<file path="src/rtl/rheed_pkg.sv">
// Shared types and default geometry for the RHEED crop stream.
package rheed_pkg;

   typedef enum logic [1:0] {
      ST_IDLE  = 2'd0,
      ST_RUN   = 2'd1,
      ST_FLUSH = 2'd2
   } state_e;

   typedef enum logic [1:0] {
      NORM_PASS     = 2'd0,
      NORM_INVERT   = 2'd1,
      NORM_HALVE    = 2'd2,
      NORM_PASS_ALT = 2'd3
   } norm_mode_e;

   localparam int DEF_PIXEL_BIT_WIDTH = 8;
   localparam int DEF_BEAT_PIXELS     = 32;
   localparam int DEF_IN_ROWS         = 100;
   localparam int DEF_IN_COLS         = 160;
   localparam int DEF_OUT_ROWS        = 48;
   localparam int DEF_OUT_COLS        = 48;

endpackage

</file>
<file path="src/rtl/rheed_pix_norm.sv">
// Combinational pixel normaliser: pass, invert, or halve; zero latency, no flow control.
module rheed_pix_norm
   import rheed_pkg::*;
#(
   parameter int PIXEL_BIT_WIDTH = DEF_PIXEL_BIT_WIDTH
) (
   input  logic [1:0]                 mode,
   input  logic [PIXEL_BIT_WIDTH-1:0] pix,
   output logic [PIXEL_BIT_WIDTH-1:0] norm_pix
);

   always_comb begin
      norm_pix = pix;
      case (norm_mode_e'(mode))
         NORM_INVERT:   norm_pix = ~pix;
         NORM_HALVE:    norm_pix = pix >> 1;
         NORM_PASS,
         NORM_PASS_ALT: norm_pix = pix;
         default:       norm_pix = pix;
      endcase
   end

endmodule

</file>
<file path="src/rtl/rheed_crop_stream.sv">
// Crops a window out of a beat-wide raster frame and streams it one normalised pixel per handshake.
// Window pixels appear the cycle after their beat is accepted; input stalls only while a window beat drains.
module rheed_crop_stream
   import rheed_pkg::*;
#(
   parameter int PIXEL_BIT_WIDTH = DEF_PIXEL_BIT_WIDTH,
   parameter int BEAT_PIXELS     = DEF_BEAT_PIXELS,
   parameter int IN_ROWS         = DEF_IN_ROWS,
   parameter int IN_COLS         = DEF_IN_COLS,
   parameter int OUT_ROWS        = DEF_OUT_ROWS,
   parameter int OUT_COLS        = DEF_OUT_COLS
) (
   input  logic                                   clk,
   input  logic                                   reset,
   input  logic                                   ap_start,
   output logic                                   ap_ready,
   output logic                                   ap_idle,
   output logic                                   ap_done,
   input  logic                                   continuous,
   input  logic [1:0]                             norm_mode,
   input  logic [$clog2(IN_COLS)-1:0]             crop_x0,
   input  logic [$clog2(IN_ROWS)-1:0]             crop_y0,
   input  logic                                   s_axis_tvalid,
   output logic                                   s_axis_tready,
   input  logic [BEAT_PIXELS*PIXEL_BIT_WIDTH-1:0] s_axis_tdata,
   output logic                                   m_axis_tvalid,
   input  logic                                   m_axis_tready,
   output logic [PIXEL_BIT_WIDTH-1:0]             m_axis_tdata,
   output logic                                   m_axis_tlast,
   output logic                                   crop_err,
   output logic [15:0]                            frame_count
);

   localparam int XW        = $clog2(IN_COLS);
   localparam int YW        = $clog2(IN_ROWS);
   localparam int BEAT_COLS = IN_COLS / BEAT_PIXELS;
   localparam int BCW       = (BEAT_COLS > 1) ? $clog2(BEAT_COLS) : 1;
   localparam int KW        = (BEAT_PIXELS > 1) ? $clog2(BEAT_PIXELS) : 1;
   localparam int CW        = $clog2(IN_COLS + BEAT_PIXELS) + 1;
   localparam int RW        = $clog2(IN_ROWS + OUT_ROWS) + 1;
   localparam int OUT_PIX   = OUT_ROWS * OUT_COLS;
   localparam int OW        = $clog2(OUT_PIX + 1);
   localparam int X_MAX     = IN_COLS - OUT_COLS;
   localparam int Y_MAX     = IN_ROWS - OUT_ROWS;
   localparam int BW        = BEAT_PIXELS * PIXEL_BIT_WIDTH;

   state_e                     state;
   logic [BCW-1:0]             col_cnt;
   logic [YW-1:0]              row_cnt;
   logic [XW-1:0]              x0_q;
   logic [YW-1:0]              y0_q;
   norm_mode_e                 mode_q;
   logic                       buf_full;
   logic [BW-1:0]              buf_dat;
   logic [KW-1:0]              buf_k;
   logic [KW-1:0]              buf_last;
   logic [OW-1:0]              out_cnt;
   logic                       tlast_seen;

   logic [XW-1:0]              x0_eff;
   logic [YW-1:0]              y0_eff;
   logic                       clamp;
   logic [CW-1:0]              col_lo;
   logic [CW-1:0]              col_hi;
   logic [CW-1:0]              win_lo;
   logic [CW-1:0]              win_hi;
   logic                       row_hit;
   logic                       col_hit;
   logic                       in_win;
   logic [KW-1:0]              first_k;
   logic [KW-1:0]              last_k;
   logic [PIXEL_BIT_WIDTH-1:0] pix_cur;
   logic [PIXEL_BIT_WIDTH-1:0] norm_pix;
   logic                       m_hs;
   logic                       s_hs;
   logic                       buf_drain;
   logic                       last_beat;
   logic                       beats_done;
   logic                       tlast_done;
   logic                       frame_done;

   always_comb begin
      x0_eff = crop_x0;
      y0_eff = crop_y0;
      clamp  = 1'b0;
      if (crop_x0 > XW'(X_MAX)) begin
         x0_eff = XW'(X_MAX);
         clamp  = 1'b1;
      end
      if (crop_y0 > YW'(Y_MAX)) begin
         y0_eff = YW'(Y_MAX);
         clamp  = 1'b1;
      end
   end

   // Column span of the current beat against the latched window, in pixel units.
   always_comb begin
      col_lo  = CW'(col_cnt) * CW'(BEAT_PIXELS);
      col_hi  = col_lo + CW'(BEAT_PIXELS - 1);
      win_lo  = CW'(x0_q);
      win_hi  = CW'(x0_q) + CW'(OUT_COLS - 1);
      row_hit = (RW'(row_cnt) >= RW'(y0_q)) && (RW'(row_cnt) < RW'(y0_q) + RW'(OUT_ROWS));
      col_hit = (col_lo <= win_hi) && (col_hi >= win_lo);
      in_win  = row_hit && col_hit;
      first_k = (win_lo > col_lo) ? KW'(win_lo - col_lo) : '0;
      last_k  = (win_hi < col_hi) ? KW'(win_hi - col_lo) : KW'(BEAT_PIXELS - 1);
   end

   assign pix_cur = buf_dat[buf_k*PIXEL_BIT_WIDTH +: PIXEL_BIT_WIDTH];

   rheed_pix_norm #(
      .PIXEL_BIT_WIDTH (PIXEL_BIT_WIDTH)
   ) u_norm (
      .mode     (mode_q),
      .pix      (pix_cur),
      .norm_pix (norm_pix)
   );

   assign ap_idle       = (state == ST_IDLE);
   assign ap_ready      = (state == ST_IDLE);
   assign m_axis_tvalid = buf_full;
   assign m_axis_tdata  = buf_full ? norm_pix : '0;
   assign m_axis_tlast  = buf_full && (out_cnt == OW'(OUT_PIX - 1));

   assign m_hs          = buf_full && m_axis_tready;
   assign buf_drain     = m_hs && (buf_k == buf_last);
   // A beat may enter on the same edge the buffer's final window pixel leaves.
   assign s_axis_tready = !reset && (state == ST_RUN) && (!buf_full || buf_drain);
   assign s_hs          = s_axis_tvalid && s_axis_tready;
   assign last_beat     = (col_cnt == BCW'(BEAT_COLS - 1)) && (row_cnt == YW'(IN_ROWS - 1));
   assign beats_done    = (state == ST_FLUSH) || (s_hs && last_beat);
   assign tlast_done    = tlast_seen || (m_hs && m_axis_tlast);
   assign frame_done    = (state != ST_IDLE) && beats_done && tlast_done;

   always_ff @(posedge clk) begin
      if (reset) begin
         state       <= ST_IDLE;
         col_cnt     <= '0;
         row_cnt     <= '0;
         x0_q        <= '0;
         y0_q        <= '0;
         mode_q      <= NORM_PASS;
         buf_full    <= 1'b0;
         buf_dat     <= '0;
         buf_k       <= '0;
         buf_last    <= '0;
         out_cnt     <= '0;
         tlast_seen  <= 1'b0;
         ap_done     <= 1'b0;
         frame_count <= '0;
         crop_err    <= 1'b0;
      end else begin
         ap_done <= 1'b0;

         if (m_hs) begin
            out_cnt <= m_axis_tlast ? '0 : out_cnt + OW'(1);
            if (m_axis_tlast) tlast_seen <= 1'b1;
            if (buf_k == buf_last) buf_full <= 1'b0;
            else                   buf_k    <= buf_k + KW'(1);
         end

         if (s_hs) begin
            if (in_win) begin
               buf_full <= 1'b1;
               buf_dat  <= s_axis_tdata;
               buf_k    <= first_k;
               buf_last <= last_k;
            end
            if (col_cnt == BCW'(BEAT_COLS - 1)) begin
               col_cnt <= '0;
               row_cnt <= last_beat ? '0 : row_cnt + YW'(1);
            end else begin
               col_cnt <= col_cnt + BCW'(1);
            end
         end

         case (state)
            ST_IDLE: begin
               if (ap_start) begin
                  state      <= ST_RUN;
                  x0_q       <= x0_eff;
                  y0_q       <= y0_eff;
                  mode_q     <= norm_mode_e'(norm_mode);
                  crop_err   <= clamp;
                  col_cnt    <= '0;
                  row_cnt    <= '0;
                  out_cnt    <= '0;
                  tlast_seen <= 1'b0;
               end
            end
            ST_RUN, ST_FLUSH: begin
               if (frame_done) begin
                  ap_done     <= 1'b1;
                  frame_count <= frame_count + 16'd1;
                  tlast_seen  <= 1'b0;
                  // Restart re-latches the window but keeps crop_err sticky until the next ap_start.
                  if (continuous) begin
                     state    <= ST_RUN;
                     x0_q     <= x0_eff;
                     y0_q     <= y0_eff;
                     mode_q   <= norm_mode_e'(norm_mode);
                     crop_err <= crop_err | clamp;
                  end else begin
                     state <= ST_IDLE;
                  end
               end else if ((state == ST_RUN) && s_hs && last_beat) begin
                  state <= ST_FLUSH;
               end
            end
            default: state <= ST_IDLE;
         endcase
      end
   end

endmodule

</file>
<file path="config.mk">
export PLATFORM = sky130hd
export DESIGN_NAME = rheed_crop_stream
export DESIGN_NICKNAME = d
export VERILOG_FILES = /design/src/rtl/rheed_pkg.sv /design/src/rtl/rheed_pix_norm.sv /design/src/rtl/rheed_crop_stream.sv
export SDC_FILE = /design/constraint.sdc
export NUM_CORES = 1
export LEC_CHECK = 0
export CAP_MARGIN = 20
export CORE_MARGIN = 1.5
export CORE_UTILIZATION = 45
export CTS_CLUSTER_DIAMETER = 100
export DETAILED_ROUTE_END_ITERATION = 10
export PLACE_DENSITY = 0.83
export SKIP_LAST_GASP = 1
export SYNTH_ARGS = -nofsm -noshare
export SYNTH_HDL_FRONTEND = slang
export SYNTH_SLANG_ARGS = --single-unit
export TNS_END_PERCENT = 20
</file>
<file path="constraint.sdc">
create_clock -name clk -period 3 [get_ports clk]
set_input_delay 0.6 -clock clk [delete_from_list [all_inputs] [get_ports clk]]
set_output_delay 0.6 -clock clk [all_outputs]
set_load 0.05 [all_outputs]
</file>
==> Word level (Yosys, flattened, before mapping) <==
Index checks and enable logic that the tools add are counted.
{ "op_classes": {"magnitude_cmp": 8, "n_bitwise": 3, "n_eq_ne": 13, "muxes": 56, "n_reduce_logical": 32, "shifts": 1, "n_addsub": 10} }
{ "ops": {"columns": ["operator", "n"], "rows": [
  ["variable part select 256 x 9 -> 8 bit", 1],
  ["two-way mux 7 bit", 9],
  ["two-way mux 12 bit", 4],
  ["two-way mux 8 bit", 5],
  ["two-way mux 5 bit", 6],
  ["one-hot mux 8 bit (3 select lines)", 1],
  ["adder 16 x 1 -> 16 bit (second input constant)", 1],
  ["logical AND 1 bit", 16],
  ["one-hot mux 8 bit (2 select lines)", 1],
  ["two-way mux 1 bit", 15],
  ["one-hot mux 7 bit (2 select lines)", 1],
  ["adder 12 x 1 -> 12 bit (second input constant)", 1],
  ["equality test 12 bit (second input constant)", 1],
  ["two-way mux 2 bit", 6],
  ["two-way mux 3 bit", 4],
  ["subtractor 5 x 1 -> 5 bit (second input constant)", 2],
  ["adder 8 x 5 -> 9 bit (second input constant)", 1],
  ["adder 8 x 6 -> 9 bit (second input constant)", 1],
  ["greater-or-equal comparator 9 x 8 -> 1 bit", 1],
  ["less-or-equal comparator 8 x 9 -> 1 bit", 1],
  ["< comparator 9 bit", 1],
  ["adder 7 x 6 -> 8 bit (second input constant)", 1],
  ["greater-than comparator 8 x 7 -> 1 bit (second input constant)", 1],
  ["greater-than comparator 8 bit", 1],
  ["25 further kinds", 41]
]} }
{ "totals": {"inputBits": 279, "word_cells": 138, "register_bits": 327, "out_inout_bits": 31} }

==> Depth between registers and ports, before layout <==
{ "depth": {"depth_word": 11, "depth_mapped": 15, "ltp_nobuf": 12} }

==> Cells and area by module <==
A second synthesis with hierarchy kept.
{ "hier_totals": {"hier_cells": 1557, "area_unflattened_um2": 16434.5} }
{ "modules_own_cells": {"columns": ["module", "area_each_um2", "seq_area_each_um2", "instances", "cells_per_inst"], "rows": [
  ["rheed_crop_stream", 16275.6, 6546.3, 1, 1535],
  ["rheed_pix_norm", 158.9, 0.0, 1, 22]
]} }

==> Least setup slack after synthesis <==
OpenSTA, ideal clock, no wires.
{ "synth_path": {"kind": "flip-flop to output port", "from": "register buf_k[0]", "to": "output port m_axis_tdata[7]", "setup_slack_ns": -0.272, "stages_incl_launch_ff": 8, "n_path_buf": 2, "t_required_ns": 2.400, "arrival_time_ns": 2.672, "cell_sequence": "dfxtp_1 -> buf_2 -> buf_4 -> mux4_2 -> o22ai_1 -> nor4_1 -> nand2b_1 -> a21boi_0"} }
{ "synth_via": {"elab_chain_len": 4} }
{ "synth_lines": {"columns": ["element", "line_no", "text"], "rows": [
  ["start, declared", "rheed_crop_stream.sv:55", "logic [KW-1:0] buf_k;"],
  ["start signal, assigned", "rheed_crop_stream.sv:159", "else buf_k <= buf_k + KW'(1);"],
  ["start signal, assigned", "rheed_crop_stream.sv:166", "buf_k <= first_k;"],
  ["variable part select 256 x 9 -> 8 bit (*)", "rheed_crop_stream.sv:109", "assign pix_cur = buf_dat[buf_k*PIXEL_BIT_WIDTH +: PIXEL_BIT_WIDTH];"],
  ["inverter 8 bit", "rheed_pix_norm.sv:15", "NORM_INVERT: norm_pix = ~pix;"],
  ["one-hot mux 8 bit (3 select lines) (*)", "rheed_pix_norm.sv:14", "case (norm_mode_e'(mode))"],
  ["two-way mux 8 bit (*)", "rheed_crop_stream.sv:122", "assign m_axis_tdata = buf_full ? norm_pix : '0;"],
  ["end, declared", "rheed_crop_stream.sv:28", "output logic [PIXEL_BIT_WIDTH-1:0] m_axis_tdata,"]
]} }
Mark *: on every way between the ends. The rest lies on a longest branch, timed or not.

==> Final worst setup path <==
{ "layout_path": {"from": "register x0_q[0]", "to": "register buf_dat[85]"} }
{ "layout_via": {"elab_chain_len": 5, "word_cells_on_any_way": 6, "classes_between": "add/sub: 1; order compare: 2; reduce/logical: 3"} }
{ "layout_lines": {"columns": ["element", "line_no", "text"], "rows": [
  ["start, declared", "rheed_crop_stream.sv:50", "logic [XW-1:0] x0_q;"],
  ["start signal, assigned", "rheed_crop_stream.sv:140", "x0_q <= '0;"],
  ["start signal, assigned", "rheed_crop_stream.sv:181", "x0_q <= x0_eff;"],
  ["start signal, assigned", "rheed_crop_stream.sv:199", "x0_q <= x0_eff;"],
  ["adder 8 x 6 -> 9 bit", "rheed_crop_stream.sv:101", "win_hi = CW'(x0_q) + CW'(OUT_COLS - 1);"],
  ["less-or-equal comparator 8 x 9 -> 1 bit", "rheed_crop_stream.sv:103", "col_hit = (col_lo <= win_hi) && (col_hi >= win_lo);"],
  ["logical AND 1 bit (*)", "rheed_crop_stream.sv:103", null],
  ["logical AND 1 bit (*)", "rheed_crop_stream.sv:104", "in_win = row_hit && col_hit;"],
  ["AND reduction 2 bit (no source line) (*)", null, null],
  ["end signal, assigned", "rheed_crop_stream.sv:165", "buf_dat <= s_axis_tdata;"],
  ["end, declared", "rheed_crop_stream.sv:54", "logic [BW-1:0] buf_dat;"]
]} }
Marks and branches as above.
A chain may end at the register's enable or synchronous reset.

==> results by group <==
Logic synthesis
  • Synth top area share: 0.382
  • Flops & latches, synth: 327
  • Synth Flop Type: dfxtp_1
  • Yosys top cell by area: dfxtp_1
  • Post-synth EDFFs: 0
  • Synth Instances: 1,890
  • Synth area leaders: dfxtp_1 (38%), o31ai_1 (11%), nand4_1 (9.7%)
  • Seq/Total Area, Yosys: 0.382
  • Syn Area/Cell: 9.07 um2
  • Fraction of registers with async set or reset after synthesis: 0
  • Post-synth cell types: 68
  • Cell Area, Synth: 0.0172 mm2
  • Synth warn: 0
  • Syn nets: 2,206

CTS
  • Cts bufs inserted: 36
  • CTS tree: built
  • Clk pin slew, worst setup/hold paths: 0.06 ns
  • CTS Sinks: 327
  • Skew-Pair Late Insertion Delay: 0.56 ns
  • Root Driver: clkbuf_16
  • H-tree Lvls: 2
  • Clock buffer depth: 3

Power
  • Leakage Power: 0.00865 uW
  • Power consumption: 12,500 uW
  • Power density cells: 469 mW/mm2
  • Peak supply drop: 336 uV

Placement
  • Port bufs: 309
  • Post-detail-place hpwl: 40.5 mm
  • Routability cong.: 0.916

Timing
  • Tightest Pin Transition: 1.07 ns
  • Fin. Hold Viols: 0
  • RSZ-0062 raised after global routing: true
  • Pins over their slew limit: 0
  • Highest Clock Rate: 293 MHz
  • Clock Skew: 0.0359 ns
  • Relative slew slack: 0.286
  • Final worst slack: -0.415 ns
  • Tcrit/Tclk final: 1.14
  • Final setup vio count: 274
  • Worst hold slack: 0.346 ns
  • Min Tclk post-route: 3.42 ns

Critical path
  • Worst reg2reg path endpoint: buf_dat[85]
  • Worst reg2reg path depth: 16
  • Crit path arrival time: 3.81 ns
  • Critical Path Start Type: flip-flop
  • R2r setup slk: -0.42 ns
  • CP endpoint kind: flip-flop
  • Worst setup path class: reg -> reg
  • CP max FO: 8
  • WP data required: 3.39 ns
  • Worst R2R Start: x0_q[0]

Floorplanning
  • Die Ht: 198 um
  • Initial core utilization: 0.456
  • Die area: 0.0393 mm2
  • IO Count: 310
  • FP Rows: 71
  • Core area: 0.0376 mm2
  • Die Width: 198 um

Layout
  • Most common cell after layout, fill and taps aside: dfxtp_1
  • Most frequent cells in the layout: dfxtp_1 (320), clkdlybuf4s50_1 (298), nand4_1 (265)
  • Layout cell share with drive strength beyond 1: 0.254
  • Final Net Count: 2,536
  • Syn-to-layout area delta: 55.4%

Min path
  • Hold depth: 2
  • Worst Hold Class: in -> reg
  • Hold path endpoint: buf_last[3]
  • Hold_sp: reset

Drt
  • 1st-iter DRT viols: 2,093
  • Routed via count: 18,792
  • Post-detailed-route wirelength per cell: 25.8 um
  • Vias per cell: 6.80
  • # DRC: 0
  • Post-route ant nets: 0
  • TritonRoute pass-1 iters: 6
  • Total wire length: 71.4 mm

Global route
  • GRT Util Overall: 0.328
  • First-pass GRT wire length: 101 mm
  • Vias in the first global route: 17,890
  • Initial antenna violation count: 6
  • Total gr overflow: 0
  • Pin count of the biggest net entering global routing: 189

Status
  • Status: finished with violations
  • Violations in the final reports: negative setup slack

Job
  • Max cap viols: 0
[worst max-delay path, cell delays in order, from the launching register on]
cell      delay [ns]
dfxtp_4         0.38
inv_4           0.05
ha_4            0.15
nor3b_4         0.15
o21ai_2         0.19
xnor2_2         0.15
ha_1            0.28
and3_4          0.17
and3_4          0.18
a221oi_4        0.32
buf_6           0.16
o21ai_4         0.12
buf_12          0.19
buf_12          0.14
buf_16          0.14
o31ai_1         0.33
a21oi_1         0.14
[sequential cells by signal, summed over array words and instances (netlist names), 2 cells and up]
register,count
buf_dat,256
frame_count,16
out_cnt,12
x0_q,8
row_cnt,7
y0_q,7
buf_k,5
buf_last,5
col_cnt,3
mode_q,2
state,2
[how the worst max path moves through the flow]
| stage | depth (start not counted) | slack (ns) | from | end |
|---|---|---|---|---|
| CTS | 8 | -0.35 | buf_k[0] | m_axis_tdata[6] |
| finish | 16 | -0.42 | x0_q[0] | buf_dat[85] |
| global route | 16 | -0.50 | x0_q[0] | buf_dat[85] |
| global placement | 14 | -0.06 | x0_q[0] | buf_dat[179] |
| floorplan | 15 | 0.05 | x0_q[2] | buf_dat[0] |
| detailed placement | 15 | -0.21 | x0_q[1] | buf_dat[66] |
[metal layers]
metal | vias to the layer above | GRT usage | wire (um)
met3 | 295 | 0.0547 | 6410
li1 | 8138 | - | -
met5 | - | 0 | 0
met1 | 9132 | 0.424 | 27000
met2 | 1227 | 0.527 | 33700
met4 | 0 | 0.170 | 4220
[where the power goes]
part	leakage [uW]	internal [uW]	switching, uW
registers	0.00264	4450	95.9
clock network	0.000599	2780	1920
logic	0.00541	1390	1880
[cell type report]
cell class / instances / area, um2
repair buffers: 533 / 6900
flip-flops and latches: 327 / 6570
inverters: 30 / 118
diodes: 7 / 17.5
fillers: 2407 / 10900
clock inverters: 8 / 125
clock buffers: 57 / 1100
well taps: 511 / 639
multi-input cells: 1292 / 11200
[cells by family after synthesis]
family          Yosys count  synth area share
compound gates          674             0.252
simple gates            470             0.160
flops                   327             0.382
buf+inv                 271            0.0697
mux                      83            0.0955
fa+ha+maj                37            0.0270
xor+xnor                 28            0.0143
[synth_stat cells, types with 9 or more instances]
cell type and count:
a211oi_1 9, o31ai_1 261, mux2i_1 14, nand2_1 41, o21ai_0 21, nand3_1 21, buf_2 97, o22ai_1 32
ha_1 37, inv_1 30, a21o_1 10, or3_1 13, clkbuf_1 128, nor3_1 13, nor4_1 9, nor2_1 52
a21oi_1 291, nand4_1 265, xnor2_1 16, dfxtp_1 327, a311oi_1 10, mux4_2 64, xor2_1 12
[repair_timing]
action / CTS / global route
pin swaps: 87 / 89
setup endpoints to repair: 274 / 275
gates cloned: 42 / 13
hold buffers: 0 / 0
setup buffers: 42 / 15
gates resized for setup: 185 / 182
[through the flow]
step	cells	instance area, um2	setup WS, ns	setup TNS [ns]	util
floorplan	1890	17200	0.0466	0	-
global placement	2586	21400	-0.0586	-2.92	0.569
detailed placement	2586	21400	-0.207	-29.47	0.569
CTS	2735	25300	-0.349	-56.26	0.672
global route	2763	26600	-0.503	-94.93	0.709
finish	2765	26700	-0.415	-68.90	0.709
Note: power is estimated with default switching activity, not from simulation.
